==> config.mk <==
export PLATFORM = sky130hd
export DESIGN_NAME = fifo_uart_tx
export DESIGN_NICKNAME = d
export VERILOG_FILES = /design/src/rtl/fifo_uart_pkg.sv /design/src/rtl/uart_bit_timer.sv /design/src/rtl/fifo_uart_tx.sv
export SDC_FILE = /design/constraint.sdc
export NUM_CORES = 1
export LEC_CHECK = 0
export CORE_UTILIZATION = 45
export CTS_CLUSTER_SIZE = 24
export DETAILED_ROUTE_END_ITERATION = 8
export PLACE_DENSITY = 0.72
export SETUP_SLACK_MARGIN = 0.1
export SLEW_MARGIN = 20
export SYNTH_ARGS = -nofsm -noshare
export SYNTH_HDL_FRONTEND = slang
export SYNTH_SLANG_ARGS = --single-unit
==> constraint.sdc <==
create_clock -name clk -period 2.51 [get_ports clk]
set_input_delay 0.251 -clock clk [delete_from_list [all_inputs] [get_ports clk]]
set_output_delay 0.251 -clock clk [all_outputs]
set_load 0.02 [all_outputs]
==> src/rtl/fifo_uart_pkg.sv <==
// Shared types and line-level constants for the FIFO-fed UART transmitter.
// Holds the transmitter state enum and the serial line levels.
package fifo_uart_pkg;

    typedef enum logic [2:0] {
        IDLE,
        POP,
        LOAD,
        START,
        DATA,
        PARITY,
        STOP
    } tx_state_t;

    localparam logic TX_IDLE  = 1'b1;
    localparam logic TX_START = 1'b0;
    localparam logic TX_STOP  = 1'b1;

endpackage

==> src/rtl/uart_bit_timer.sv <==
// Bit-period tick counter for the UART transmitter.
// Ports: clk, rst (sync, active high), restart (reload to 0), bit_done (last tick).
module uart_bit_timer #(
    parameter int CLKS_PER_BIT = 16
) (
    input  logic clk,
    input  logic rst,
    input  logic restart,
    output logic bit_done
);

    localparam int TW = $clog2(CLKS_PER_BIT);
    localparam logic [TW-1:0] LAST = TW'(CLKS_PER_BIT - 1);

    logic [TW-1:0] tick_q;

    assign bit_done = (tick_q == LAST);

    always_ff @(posedge clk) begin
        if (rst) begin
            tick_q <= '0;
        end else if (restart || bit_done) begin
            tick_q <= '0;
        end else begin
            tick_q <= tick_q + 1'b1;
        end
    end

endmodule

==> src/rtl/fifo_uart_tx.sv <==
// FIFO drain stage: pops bytes and sends them as start/data/[parity]/stop frames.
// Ports: clk, rst, fifo_empty, fifo_dout -> fifo_rd_en, tx, busy (all registered).
// Optional even parity bit is compiled in with FIFO_UART_TX_PARITY_EN.
module fifo_uart_tx
    import fifo_uart_pkg::*;
#(
    parameter int DATA_WIDTH   = 8,
    parameter int CLKS_PER_BIT = 16
) (
    input  logic                  clk,
    input  logic                  rst,
    input  logic                  fifo_empty,
    input  logic [DATA_WIDTH-1:0] fifo_dout,
    output logic                  fifo_rd_en,
    output logic                  tx,
    output logic                  busy
);

    localparam int BW = $clog2(DATA_WIDTH);
    localparam logic [BW-1:0] LAST_BIT = BW'(DATA_WIDTH - 1);

`ifdef FIFO_UART_TX_PARITY_EN
    localparam tx_state_t AFTER_DATA = PARITY;
`else
    localparam tx_state_t AFTER_DATA = STOP;
`endif

    tx_state_t             state_q, state_d;
    logic [DATA_WIDTH-1:0] shreg_q, shreg_d;
    logic [BW-1:0]         bcnt_q, bcnt_d;
    logic                  tx_d, rd_en_d, busy_d;
    logic                  bit_done;
    logic                  restart;

`ifdef FIFO_UART_TX_PARITY_EN
    logic par_q, par_d;
`endif

    // Any state change reloads the tick counter so every state starts at tick 0.
    assign restart = (state_d != state_q);

    uart_bit_timer #(
        .CLKS_PER_BIT(CLKS_PER_BIT)
    ) u_timer (
        .clk      (clk),
        .rst      (rst),
        .restart  (restart),
        .bit_done (bit_done)
    );

    always_comb begin
        state_d = state_q;
        shreg_d = shreg_q;
        bcnt_d  = bcnt_q;
`ifdef FIFO_UART_TX_PARITY_EN
        par_d   = par_q;
`endif
        unique case (state_q)
            IDLE: begin
                if (!fifo_empty) state_d = POP;
            end
            POP: begin
                state_d = LOAD;
            end
            LOAD: begin
                shreg_d = fifo_dout;
                bcnt_d  = '0;
`ifdef FIFO_UART_TX_PARITY_EN
                par_d   = ^fifo_dout;
`endif
                state_d = START;
            end
            START: begin
                if (bit_done) state_d = DATA;
            end
            DATA: begin
                if (bit_done) begin
                    shreg_d = shreg_q >> 1;
                    if (bcnt_q == LAST_BIT) begin
                        bcnt_d  = '0;
                        state_d = AFTER_DATA;
                    end else begin
                        bcnt_d = bcnt_q + 1'b1;
                    end
                end
            end
`ifdef FIFO_UART_TX_PARITY_EN
            PARITY: begin
                if (bit_done) state_d = STOP;
            end
`endif
            STOP: begin
                // Only other point where empty is looked at: chain or go idle.
                if (bit_done) state_d = fifo_empty ? IDLE : POP;
            end
            default: begin
                state_d = IDLE;
            end
        endcase
    end

    // Outputs are decoded from the next state so they leave a flop.
    always_comb begin
        tx_d    = TX_IDLE;
        rd_en_d = (state_d == POP);
        busy_d  = (state_d != IDLE);
        unique case (state_d)
            START:   tx_d = TX_START;
            DATA:    tx_d = shreg_d[0];
`ifdef FIFO_UART_TX_PARITY_EN
            PARITY:  tx_d = par_q;
`endif
            STOP:    tx_d = TX_STOP;
            default: tx_d = TX_IDLE;
        endcase
    end

    always_ff @(posedge clk) begin
        if (rst) begin
            state_q    <= IDLE;
            shreg_q    <= '0;
            bcnt_q     <= '0;
            tx         <= TX_IDLE;
            fifo_rd_en <= 1'b0;
            busy       <= 1'b0;
        end else begin
            state_q    <= state_d;
            shreg_q    <= shreg_d;
            bcnt_q     <= bcnt_d;
            tx         <= tx_d;
            fifo_rd_en <= rd_en_d;
            busy       <= busy_d;
        end
    end

`ifdef FIFO_UART_TX_PARITY_EN
    always_ff @(posedge clk) begin
        if (rst) par_q <= 1'b0;
        else     par_q <= par_d;
    end
`endif

endmodule

== After elaboration in Yosys (flattened, before gate mapping) ==
Index checks and enable logic that the tools add are counted.
Word-level totals
  register bits after elaboration: 21
  bits of input ports: 11
  output and inout bits: 3
Cells by class
  $add $sub $neg: 2
  eq/ne operators: 12
  multiplexer cells: 13
  reduce and logical (&&, ||, !) cells: 6
Operators by type and width (count)
  $mux W3: 7
  $pmux W3 S6: 1
  $pmux W8 S2: 1
  $eq A3 B3 Y1 const B: 4
  $eq A3 B2 Y1 const B: 3
  $mux W8: 1
  $eq A3 B1 Y1 const B: 2
  $pmux W3 S2: 1
  $add A4 B1 Y4 const B: 1
  $eq A4 B4 Y1 const B: 1
  $add A3 B1 Y3 const B: 1
  $logic_not A3 Y1: 1
  $ne A3 B3 Y1: 1
  $reduce_bool A3 Y1: 1
  $ne A2 B1 Y1 const B: 1
  $pmux W1 S2: 1
  $reduce_and A2 Y1: 1
  $reduce_bool A2 Y1: 1
  $reduce_or A2 Y1: 1
  $logic_or A1 B1 Y1: 1
  $mux W1: 1

== Longest topological paths before layout ==
Gate-level depths: netlist of the first run.
  depth after elaboration: 7
  depth in mapped cells: 6
  mapped depth without buffers: 5

== Cells and area by module ==
Synthesis of the first run repeated with hierarchy kept, for this count alone.
Unflattened totals
  cell total of the unflattened synthesis: 123
  area total of the unflattened synthesis: 1091.0 um^2
Modules (own cells, without submodules)
  fifo_uart_tx: times used 1, cells an instance 107, area an instance 933.4 um^2
  uart_bit_timer: times used 1, cells an instance 16, area an instance 157.7 um^2

== Worst setup path after synthesis of the first run ==
OpenSTA, ideal clock, no wires.
  path type: reg2reg
  from: register u_timer.tick_q[0]
  to: register state_q[1]
  library setup time: 0.086 ns
  data arrival time: 1.318 ns
  required time: 2.424 ns
  slack: 1.107 ns
  stages on the path, launching flop included: 6
  buffers on the path: 1
  period minus slack after synthesis: 1.403 ns
  cell sequence: dfxtp_1 -> ha_1 -> and3_1 -> buf_2 -> maj3_2 -> a211oi_1
Between the ends
  longest elaborated chain between the ends: 3
  elaborated cells on any way between the ends: 5
  those cells by class: eq/ne: 1; mux: 4
Ends and longest elaborated chain
  from (decl): RTL line uart_bit_timer.sv:15  | logic [TW-1:0] tick_q;
  from (signal assigned): RTL line uart_bit_timer.sv:25  | tick_q <= tick_q + 1'b1;
  $eq A4 B4 Y1 *: RTL line uart_bit_timer.sv:17  | assign bit_done = (tick_q == LAST);
  $mux W3 (on tied branches): RTL line fifo_uart_tx.sv:94, fifo_uart_tx.sv:74, fifo_uart_tx.sv:77
  $pmux W3 S6 *: RTL line fifo_uart_tx.sv:58  | unique case (state_q)
  to (signal assigned): RTL line fifo_uart_tx.sv:127  | state_q <= state_d;
  to (decl): RTL line fifo_uart_tx.sv:28  | tx_state_t state_q, state_d;
Mark *: on every way between the ends. The rest lies on a longest branch, timed or not.
A chain may end at the register's enable or synchronous reset.

== Worst setup path after layout of the first run ==
  from: register u_timer.tick_q[0]
  to: register fifo_rd_en
Between the ends
  longest elaborated chain between the ends: 4
  elaborated cells on any way between the ends: 6
  those cells by class: eq/ne: 2; mux: 4
Ends and longest elaborated chain
  $eq A4 B4 Y1 *: RTL line uart_bit_timer.sv:17
  $mux W3 (on tied branches): RTL line fifo_uart_tx.sv:94, fifo_uart_tx.sv:74, fifo_uart_tx.sv:77
  $pmux W3 S6 *: RTL line fifo_uart_tx.sv:58
  $eq A3 B1 Y1 *: RTL line fifo_uart_tx.sv:105  | rd_en_d = (state_d == POP);
  to (signal assigned): RTL line fifo_uart_tx.sv:131  | fifo_rd_en <= rd_en_d;
  to (decl): RTL line fifo_uart_tx.sv:14  | output logic fifo_rd_en,
Marked as above.

==> results of run 1 <==
-- worst paths after layout --
check,to,slack [ns],cells after the start,startpoint
worst max-delay path,fifo_rd_en,0.66,4,u_timer.tick_q[0]
worst min-delay path,shreg_q[7],0.48,3,fifo_dout[7]
worst max register to register,fifo_rd_en,0.66,4,u_timer.tick_q[0]
worst min register to register,u_timer.tick_q[0],0.49,1,u_timer.tick_q[0]
-- worst reg2reg max path: stages (launching register included) --
cell	delay (ns)
dfxtp_1	0.38
ha_1	0.24
nand3_1	0.36
or4_1	0.55
a211oi_1	0.23
-- cells by family (layout without fill, tap and decap cells) --
logic type / Yosys count / count (layout) / share of synthesized area [%]
AO/OA/AOI/OAI: 48 / 48 / 32.7
flip-flops: 21 / 21 / 40.1
AND/OR/NAND/NOR: 21 / 21 / 14.9
buffers and inverters: 13 / 20 / 5.85
adder cells (fa/ha/maj): 4 / 4 / 4.66
XOR/XNOR: 2 / 2 / 1.67
-- placed cells by master (no fill, tap or decap), drive strengths merged, types with 2 or more instances in the layout --
cell type and count:
nor3b 2, nand2 2, a21oi 14, dfxtp 21
clkbuf 4, a211oi 4, clkdlybuf4s50 13, or4 2
inv 3, nor2b 3, nand3 5, o21ai 2
o211ai 11, a2111oi 4, a32oi 7, ha 3
or3b 2
-- registers in the layout, indices dropped and copies added (netlist names) --
signal and flops:
shreg_q 8, u_timer.tick_q 4, bcnt_q 3, state_q 3, busy 1, fifo_rd_en 1
tx 1
-- area by class of cell --
class / instances / area (sq um) / share of cell area (%)
Tap cell: 28 / 35.0 / 2.95
Clock buffer: 4 / 26.3 / 2.21
Timing Repair Buffer: 13 / 130 / 10.9
Sequential cell: 21 / 420 / 35.4
Inverter: 3 / 11.3 / 0.947
Multi-Input combinational cell: 75 / 566 / 47.6
-- where the power goes --
part,total (mW),switching (mW),internal (mW)
Combinational,0.0948,0.0447,0.0501
Clock,0.162,0.101,0.0618
Sequential,0.373,0.0213,0.352
Total,0.630,0.167,0.464
-- routing by layer --
metal | GRT usage [%] | vias up | share of wire [%] | wire [um]
li1 | - | 447 | - | -
met1 | 23.1 | 424 | 48 | 948
met2 | 28.0 | 12 | 49 | 975
met3 | 2.73 | 2 | 2.7 | 54
met4 | 8.57 | 0 | 0.80 | 16
met5 | 0 | - | 0 | 0
-- through the flow --
step	hold slack (ns)	utilization, %	cell area [sq um]
2_1_floorplan	0.334	-	1050
3_3_place_gp	0.446	52.5	1160
3_5_place_dp	0.477	52.5	1160
4_1_cts	0.474	53.7	1190
5_1_grt	0.499	53.7	1190
6_report	0.485	53.7	1190
==> flow_summary.toml, run 1 <==
[outcome]
run_status = "complete, no violations"

[final_layout]
areaGrowthSynthToFinish_pct = 13.5
finish.net_count = 131
n_fill_cell = 220
drive_gt1_share_pct = 6.03
insertedDiodeCount = 0
layoutNonFillerInstCount = 144

[timing]
totalNegativeSetupSlack_ns = 0
setup_slack_ns = 0.665
finalSetupViolations = 0
rsz0062_at_grt = "no"
slew_at_the_pin_closest_to_its_max_slew_limit_ns = 0.734
hold_viol_final = 0
worst_clock_skew_ns = 0.00365
maxClockFrequency_ghz = 0.542
timing.final.crit_period_ns = 1.85
maxSlewViolCount = 0
part_of_the_cycle_the_worst_path_needs_pct = 73.5
timing.slew.headroom_pct = 50.9

[worst_hold_path]
hp-class = "input port to register"

[clocking]
htree_levels = 1
cts_tree = "built"
clock_latency_ns = 0.30
clk_transition_reported_paths_ns = 0.12
clk_root_buffer_cell = "clkbuf_4"
clock_path_buffers = 2
cts.sink_count = 21
cts_post_setup_buffers_inserted = 0
cts_buffers = 3
post_cts_resize_count = 0
cts_hold_buf = 0

[logic_synthesis]
synth.yosys.warnings = 0
synth_seq_cells = 21
synthesis.nets = 123
synthDominantAreaCellType = "dfxtp_1"
synth.cells.most_frequent = "dfxtp_1 (21), a21oi_1 (14), o211ai_1 (11)"
syn-mean-instance-area_sq_um = 9.61
synthDominantCellAreaShare_pct = 40.1
synth_enable_flop_cells = 0
synthMostInstantiatedCell = "dfxtp_1"
synth.lib_cells_used.distinct = 34
post_synth_instance_area_sq_um = 1050
postSynth.asyncResetShare_pct = 0
ys_seq_area_share_pct = 40.1
post_synth_main_area_contributors = "dfxtp_1 (40%), o211ai_1 (7.9%), a21oi_1 (6.7%)"
dominantRegCellSynth = "dfxtp_1"
post_synth_inst_count = 109

[pwr]
ir_drop_uv = 267
cellPowerDensity_nw_per_um2 = 530
leak_pwr_nw = 0.393
power_uw = 630

[job]
max-cap-violations = 0

[floorplanning]
floorplan.die.width_um = 50.2
initial_core_util_pct = 47.3
total_die_area_sq_um = 2520
die_y_um = 50.2
placementRows = 17
pin_count = 14
core-area_sq_um = 2210

[detailed_routing]
avgRoutedWirePerCell_um = 13.9
vias = 885
drt_pre_antenna_iters = 4
routed_wl_um = 2000
dr.first_iter.drc_count = 7
routed_via_density = 6.15
ant_nets = 0
drcViolationCount = 0

[grt]
first_global_vias = 759
grt_pass1_wl_um = 3360
grt_antenna_before_repair = 0
overflow = 0
track_usage_pct = 17.7
largest_net_degree_at_the_start_of_global_routing = 23

[setup_path]
slowest_delay_ns = 0.55
worst-endpoint-required_ns = 2.72
setup.worst_path.start_class = "register"
crit_path_cell_trace = "ha_1, nand3_1, or4_1, a211oi_1"
crit_slowest_cell = "or4_1"
cp_data_arrival_time_ns = 2.06
critPathKind = "register to register"
path_delay_family = "simple AND/OR/NAND/NOR gates"
worstPathBufferInverterCount = 0
critPathCaptureType = "register"
path_max_fanout = 14

[place]
place.detailed.instances = 140
pre_cts_slack_ns = 0.691
gp_routability_congestion = 0.782
placement.io_buffers = 13
hpwl_um = 1350
Note: power is estimated with default switching activity, not from simulation.
==> run 2, diff against run 1 <==
==> constraint.sdc (replaced) <==
create_clock -name clk -period 1.8 [get_ports clk]
set_input_delay 0.18 -clock clk [delete_from_list [all_inputs] [get_ports clk]]
set_output_delay 0.18 -clock clk [all_outputs]
set_load 0.02 [all_outputs]
==> run 2 against run 1 <==
Net effect:
- routed wire length up 13%
- clock skew about the same
- sequential share of layout area down 1.6 points
- flip-flop and latch count unchanged
- combinational power up 61%
- critical path depth down 1
- cell count up 4.9%
- largest power group unchanged
- highest routed layer unchanged
==> flow_summary.toml, run 2 (same netlist as run 1, synthesis figures left out) <==
[worst_hold_path]
hp-class = "input port to register"

[floorplanning]
core-area_sq_um = 2210
total_die_area_sq_um = 2520
die_y_um = 50.2
placementRows = 17
initial_core_util_pct = 47.3
floorplan.die.width_um = 50.2
pin_count = 14

[clocking]
clk_root_buffer_cell = "clkbuf_4"
clock_path_buffers = 2
clock_latency_ns = 0.30
htree_levels = 1
cts_tree = "built"
clk_transition_reported_paths_ns = 0.12
cts_post_setup_buffers_inserted = 0
cts.sink_count = 21
cts_buffers = 3

[timing]
slew_at_the_pin_closest_to_its_max_slew_limit_ns = 0.512
maxClockFrequency_ghz = 0.643
finalSetupViolations = 0
timing.final.crit_period_ns = 1.55
part_of_the_cycle_the_worst_path_needs_pct = 86.4
totalNegativeSetupSlack_ns = 0
worst_clock_skew_ns = 0.00342
hold_viol_final = 0
timing.slew.headroom_pct = 65.8
rsz0062_at_grt = "no"
maxSlewViolCount = 0

[detailed_routing]
drt_pre_antenna_iters = 4
detail_route.wirelength.met1_um = 1050
met3_length_um = 71
vias = 961
routed_via_density = 6.36
routed_wl_um = 2250
top_signal_layer_used = "met4"
ant_nets = 0
routed-wl-met2_um = 1100
drcViolationCount = 0
dr.first_iter.drc_count = 13
avgRoutedWirePerCell_um = 14.9

[setup_path]
endpoint = "fifo_rd_en"
timing.reg2reg.setup_slack_ns = 0.25
critical_path.startpoint = "state_q[1]"
critPathCaptureType = "register"
critPathKind = "register to register"
cp_data_arrival_time_ns = 1.78
reg2reg_to = "fifo_rd_en"
worst-endpoint-required_ns = 2.03
rr_worst_depth = 3
setup.worst_path.start_class = "register"
path_max_fanout = 12
regToRegStartpoint = "state_q[1]"

[pwr]
ir_drop_uv = 518
power.share.switching_pct = 26.8
leak_pwr_nw = 0.428
internal_dissipation_uw = 654
seq_power_share_pct = 57.2
power.combinational.fraction_pct = 17.1
power_uw = 894
cellPowerDensity_nw_per_um2 = 719
clock_power_share_pct = 25.7
power.net_switching_uw = 240

[final_layout]
finish.net_count = 138
insertedDiodeCount = 0
drive_gt1_share_pct = 12.2
largestRegisters = "shreg_q x8, u_timer.tick_q x4"
top_register = "shreg_q"
highest_count_cells_in_the_layout_ignoring_fill_and_taps = "dfxtp_1 (21), a21oi_1 (14), clkdlybuf4s50_1 (13)"
largest_register_ff_count = 8
areaGrowthSynthToFinish_pct = 18.8
most_common_cell_after_layout_fill_and_taps_aside = "dfxtp_1"
n_fill_cell = 223

[place]
gp_routability_congestion = 0.763
hpwl_um = 1560
placement.io_buffers = 13

[outcome]
run_status = "complete, no violations"

[grt]
track_usage_pct = 19.7
first_global_vias = 859
largest_net_degree_at_the_start_of_global_routing = 17
overflow = 0
grt_antenna_before_repair = 0
grt_pass1_wl_um = 3790

[job]
max-cap-violations = 0
run 2: cell types whose count changed in the layout (fill, tap and decap cells not counted):
cell       previous run  this run
and3_2                0         1
a2111oi_1             0         1
a2111oi_0             4         3
and3_1                1         0
buf_4                 0         7
run 2: worst min path at each step:
stage	startpoint	end	slack, ns	cells past startpoint
3_3_place_gp	u_timer.tick_q[0]	u_timer.tick_q[0]	0.45	1
6_report	fifo_dout[7]	shreg_q[7]	0.44	3
3_5_place_dp	u_timer.tick_q[0]	u_timer.tick_q[0]	0.47	1
4_1_cts	fifo_dout[7]	shreg_q[7]	0.42	3
2_1_floorplan	rst	u_timer.tick_q[3]	0.26	1
5_1_grt	fifo_dout[7]	shreg_q[7]	0.43	3
run 2: power groups by stage:
stage	logic [mW]	registers (mW)	clock network, mW
global route	0.168	0.515	0.262
detailed placement	0.151	0.522	0
CTS	0.152	0.511	0.241
floorplan	0.0941	0.522	0
global placement	0.150	0.520	0
finish	0.153	0.512	0.230
run 2: timing repair:
item | in CTS | in global routing
hold buffers | 0 | 0
endpoints found under the setup margin | 0 | 3
gates resized for setup | 0 | 2
run 2: per-stage QoR:
stage	cell area [sq um]	hold slack (ns)	instances	util (%)	setup slack (ns)
floorplan	1050	0.263	109	-	0.397
global placement	1210	0.452	147	54.9	0.227
global route	1240	0.434	151	56.2	0.119
finish	1240	0.438	151	56.2	0.245
CTS	1240	0.424	151	56.1	0.199
detailed placement	1210	0.467	147	54.9	0.228
run 2: final cells by class:
type	count	area, sq um	area share (%)
multi-input combinational	75	568	45.7
sequential	21	420	33.8
timing repair buffer	20	183	14.7
tap	28	35.0	2.82
clock buffer	4	26.3	2.11
inverter	3	11.3	0.905
run 2: critical path, stage by stage (launching register included):
cell and delay (ns):
dfxtp_1 0.50, or3b_1 0.57, o211a_1 0.22, a211oi_1 0.18
run 2: metal layers:
| metal | GRT usage, % | up-vias |
|---|---|---|
| li1 | - | 462 |
| met1 | 25.3 | 478 |
| met2 | 32.7 | 17 |
| met3 | 5.45 | 4 |
| met4 | 4.29 | 0 |
| met5 | 0 | - |
